## src/rtl/mem_wb_stage.sv

```systemverilog
// Memory stage and MEM/WB pipeline register: 256x8 data RAM, write-back mux,
// sticky halt detection. Registered outputs double as the EX forwarding source.
module mem_wb_stage #(
    parameter int DATA_W = 8
) (
    input  logic              clk,
    input  logic              reset,
    input  logic              stall_i,
    input  logic              write_mem_i,
    input  logic              read_mem_i,
    input  logic              write_reg_i,
    input  logic [DATA_W-1:0] aluOut_i,
    input  logic [DATA_W-1:0] dataD_i,
    input  logic [2:0]        reg1_i,
    input  logic [3:0]        opcode_i,
    output logic              write_reg_o,
    output logic [2:0]        reg_dst_o,
    output logic [DATA_W-1:0] wb_data_o,
    output logic              halt_o
);

    localparam int          DEPTH     = 2 ** DATA_W;
    localparam logic [3:0]  OP_HALT   = 4'hF;

    logic [DATA_W-1:0] r_mem [0:DEPTH-1];

    logic              r_write_reg;
    logic [2:0]        r_reg_dst;
    logic [DATA_W-1:0] r_wb_data;
    logic              r_halt;

    logic              w_store_en;
    logic              w_is_halt;
    logic [DATA_W-1:0] w_rd_data;
    logic [DATA_W-1:0] w_wb_next;

    // Reset gates the store too, so a store coinciding with reset is dropped.
    assign w_store_en = write_mem_i & ~stall_i & ~r_halt & ~reset;
    assign w_is_halt  = (opcode_i == OP_HALT);
    assign w_rd_data  = r_mem[aluOut_i];
    assign w_wb_next  = read_mem_i ? w_rd_data : aluOut_i;

    // RAM is never cleared; the non-blocking write gives read-before-write.
    always_ff @(posedge clk) begin
        if (w_store_en) begin
            r_mem[aluOut_i] <= dataD_i;
        end
    end

    always_ff @(posedge clk or posedge reset) begin
        if (reset) begin
            r_write_reg <= 1'b0;
            r_reg_dst   <= 3'd0;
            r_wb_data   <= '0;
            r_halt      <= 1'b0;
        end else if (!stall_i) begin
            r_write_reg <= write_reg_i & ~r_halt;
            r_reg_dst   <= reg1_i;
            r_wb_data   <= w_wb_next;
            if (w_is_halt) begin
                r_halt <= 1'b1;
            end
        end
    end

    assign write_reg_o = r_write_reg;
    assign reg_dst_o   = r_reg_dst;
    assign wb_data_o   = r_wb_data;
    assign halt_o      = r_halt;

endmodule

```

## config.mk

```make
export PLATFORM = sky130hd
export DESIGN_NAME = mem_wb_stage
export DESIGN_NICKNAME = d
export VERILOG_FILES = /design/src/rtl/mem_wb_stage.sv
export SDC_FILE = /design/constraint.sdc
export NUM_CORES = 2
export LEC_CHECK = 0
export BUFFER_PORTS_ARGS = -buffer_cell sky130_fd_sc_hd__buf_2
export CORE_ASPECT_RATIO = 1.5
export CORE_MARGIN = 2
export CORE_UTILIZATION = 35
export CTS_CLUSTER_SIZE = 10
export DETAILED_ROUTE_END_ITERATION = 10
export PLACE_DENSITY_LB_ADDON = 0.08
export SLEW_MARGIN = 30
export SYNTH_ARGS = -nofsm -noshare
export SYNTH_HDL_FRONTEND = slang
export SYNTH_SLANG_ARGS = --single-unit
```

## constraint.sdc

```tcl
create_clock -name clk -period 6.8 [get_ports clk]
set_clock_uncertainty 0.1 [all_clocks]
set_input_delay 0.34 -clock clk [delete_from_list [all_inputs] [get_ports clk]]
set_output_delay 0.34 -clock clk [all_outputs]
set_load 0.05 [all_outputs]
```

==> metrics <==
Post-DP HPWL=140 mm; RSZ-0062 raised after global routing=false; Comb pwr share=5.0%; setup repair bufs after CTS=0; most frequent cell after synthesis=edfxtp_1; post-synth top area share=77.7%; top cells by count, synth=2048 x edfxtp_1, 580 x mux4_2, 274 x nor2_1, 123 x a22oi_1, 122 x clkbuf_1; FILL cells=19600; DR iter-0 viols=3519; uppermost routed layer=met5; initial antenna violation count=16; peak supply drop=0.000192 V; Reg power frac=53.5%; Final ANT Viol Nets=0; TritonCTS clock tree=yes; die width=392 um; cell area after layout=89800 sq um; total CTS buffers=233; die height=587 um; fin nets=3665; Net Sw Frac=21.3%; Congestion Overflow GR=0; Place WS=2.14 ns; Initial Util=35.2%; NetSw=5.58 mW; clock root cell=clkbuf_16; setup_tns=0 ns; leakage=26.8 nW; Core Region=225000 sq um; Worst EP arrival=4.68 ns; DP Cell Count=6395; Clock Power Share=41.6%; period utilization=63.5%; vias=36800; Seq cells post-synth=2061; DRC viols=0; clock sinks=2061; Post-Layout Cell Count=6706; register area share after synthesis=78.1%; Top Ports=42; placed cell area=83300 sq um; DIE AREA=230000 sq um; Post-synth top flop=edfxtp_1; Hold WS=0.0516 ns; max-cap violations=0; post-layout util=40.0%; Hold Violations, Final=0; mean area per synthesized cell=22.8 sq um; dominant cell type by area after synthesis=edfxtp_1; GRT Total Usage=19.9%; slew margin rel.=27.2%; Worst Hold Class=in -> reg; largest net degree at the start of global routing=157; min Tclk post-route=4.32 ns; Synth warnings=0; clock transition at the registers of the reported paths=0.05 ns; endpoints failing setup=0; H-tree Lvls=4; Slew Viols, Final=0; Overall Power=26.2 mW; PwrDens=292 nW/um^2; Synthesized Nets=3504; top cells by area, synth=edfxtp_1 78%, mux4_2 16%, nor2_1 1.3%; GPL Wtd Cong=0.782; site row count=213; Slew @ Worst Pin=1.09 ns; DR vias/cell=5.49; Post-Syn Instances=3475; area of the mapped netlist=79200 sq um; status=finished, final reports clean; FMAX=231 MHz; CP max FO=10; Post-Route WL=229 mm; area growth from synthesis to layout=13.4%; EDFF count, synth=2048; Crit path required time=7.16 ns; IO buf count=41; fraction of layout cells with a size suffix above 1=28.3%; Clock Path Buffers=4; Netlist cell types=47; Post-synth ARST share=0.631%; Met1 Wirelength=88.6 mm; Routed WL per cell=34.1 um; Worst setup EP type=flip-flop; clk_lat worst skew=0.86 ns; Power Internal=20.6 mW; routed wire length on met3=11.0 mm; startpoint types=flip-flop; Pre-antenna DRT Iters=6; via count of the first global-routing pass=39300; routed wl met2=124 mm; R2R setup slack=2.48 ns; global-route wire length before repair=319 mm; Setup WS post-layout=2.48 ns; critical path class=reg -> reg
==> worst max-delay path, cell delays in order, from the launching register on <==
cell     delay (ns)
dfrtp_1        0.54
nor4b_1        0.58
nor3b_1        0.89
nand2_2        0.52
buf_4          0.46
nor2_1         0.79
==> repair_timing <==
item                                   4_1_cts  5_1_grt
hold buffers                                13        0
gates resized for setup                      0        0
endpoints found under the hold margin      146        0
==> power groups by stage <==
stage	combinational [mW]	clock [mW]	sequential, mW
floorplan	0.638	0	14.3
detailed placement	1.33	0	14.3
finish	1.30	10.9	14.0
CTS	1.34	11.2	14.0
global placement	1.31	0	14.3
global route	1.38	11.6	14.0
==> cell type report <==
class	count	area, sq um	area share, %
Clock buffer	289	6110	6.81
Tap cell	3010	3770	4.20
Sequential cell	2061	61800	68.9
Inverter	3	11.3	0.0125
Antenna cell	1	2.50	0.00279
Timing Repair Buffer	140	1360	1.52
Clock inverter	5	56.3	0.0627
Multi-Input combinational cell	1197	16600	18.5
==> worst paths after layout <==
check | from | end | cells past startpoint
max in group asynchronous | reset | wb_data_o[6]$_DFFE_PP0N_ | 3
max reg2reg | halt_o$_DFFE_PP0P_ | r_mem[112][3]$_DFFE_PP_ | 5
min reg2reg | write_reg_o$_DFFE_PP0N_ | write_reg_o$_DFFE_PP0N_ | 1
max | halt_o$_DFFE_PP0P_ | r_mem[112][3]$_DFFE_PP_ | 5
min | dataD_i[1] | r_mem[37][1]$_DFFE_PP_ | 1
min in group asynchronous | reset | wb_data_o[3]$_DFFE_PP0N_ | 3
==> sequential cells by signal, summed over array words and instances, names as in the netlist <==
register,cells
reg_dst_o,3
wb_data_o,8
r_mem,2048
write_reg_o,1
halt_o,1
==> placed cells by master (no fill, tap or decap), types with 6 or more instances in the layout <==
cell type / count
a21oi_1: 70
a22o_1: 6
a22oi_1: 123
and2_1: 6
buf_12: 19
buf_2: 30
buf_4: 64
clkbuf_1: 52
clkbuf_16: 236
clkbuf_8: 7
dfrtp_1: 13
dlygate4sd3_1: 13
edfxtp_1: 2048
mux2i_1: 8
mux4_2: 580
nand2_1: 32
nand2_2: 17
nand3_1: 6
nor2_1: 211
nor2_2: 62
nor2b_1: 6
o41ai_2: 7
==> cell families (layout without fill, tap and decap cells) <==
kind of cell           Yosys count  after routing  share of synthesized area, %
AO/OA/AOI/OAI                  241            241                          2.13
buffers and inverters          217            437                          1.27
flip-flops                    2061           2061                          78.1
multiplexers                   591            591                          16.6
other                            0              1                             0
AND/OR/NAND/NOR                365            365                          1.87
==> layer usage <==
| metal | GRT usage [%] | up-vias |
|---|---|---|
| met2 | 36.2 | 1095 |
| met1 | 24.7 | 20400 |
| met3 | 2.91 | 292 |
| met5 | 0 | - |
| li1 | - | 15000 |
| met4 | 4.66 | 6 |
Note: power is estimated with default switching activity, not from simulation.
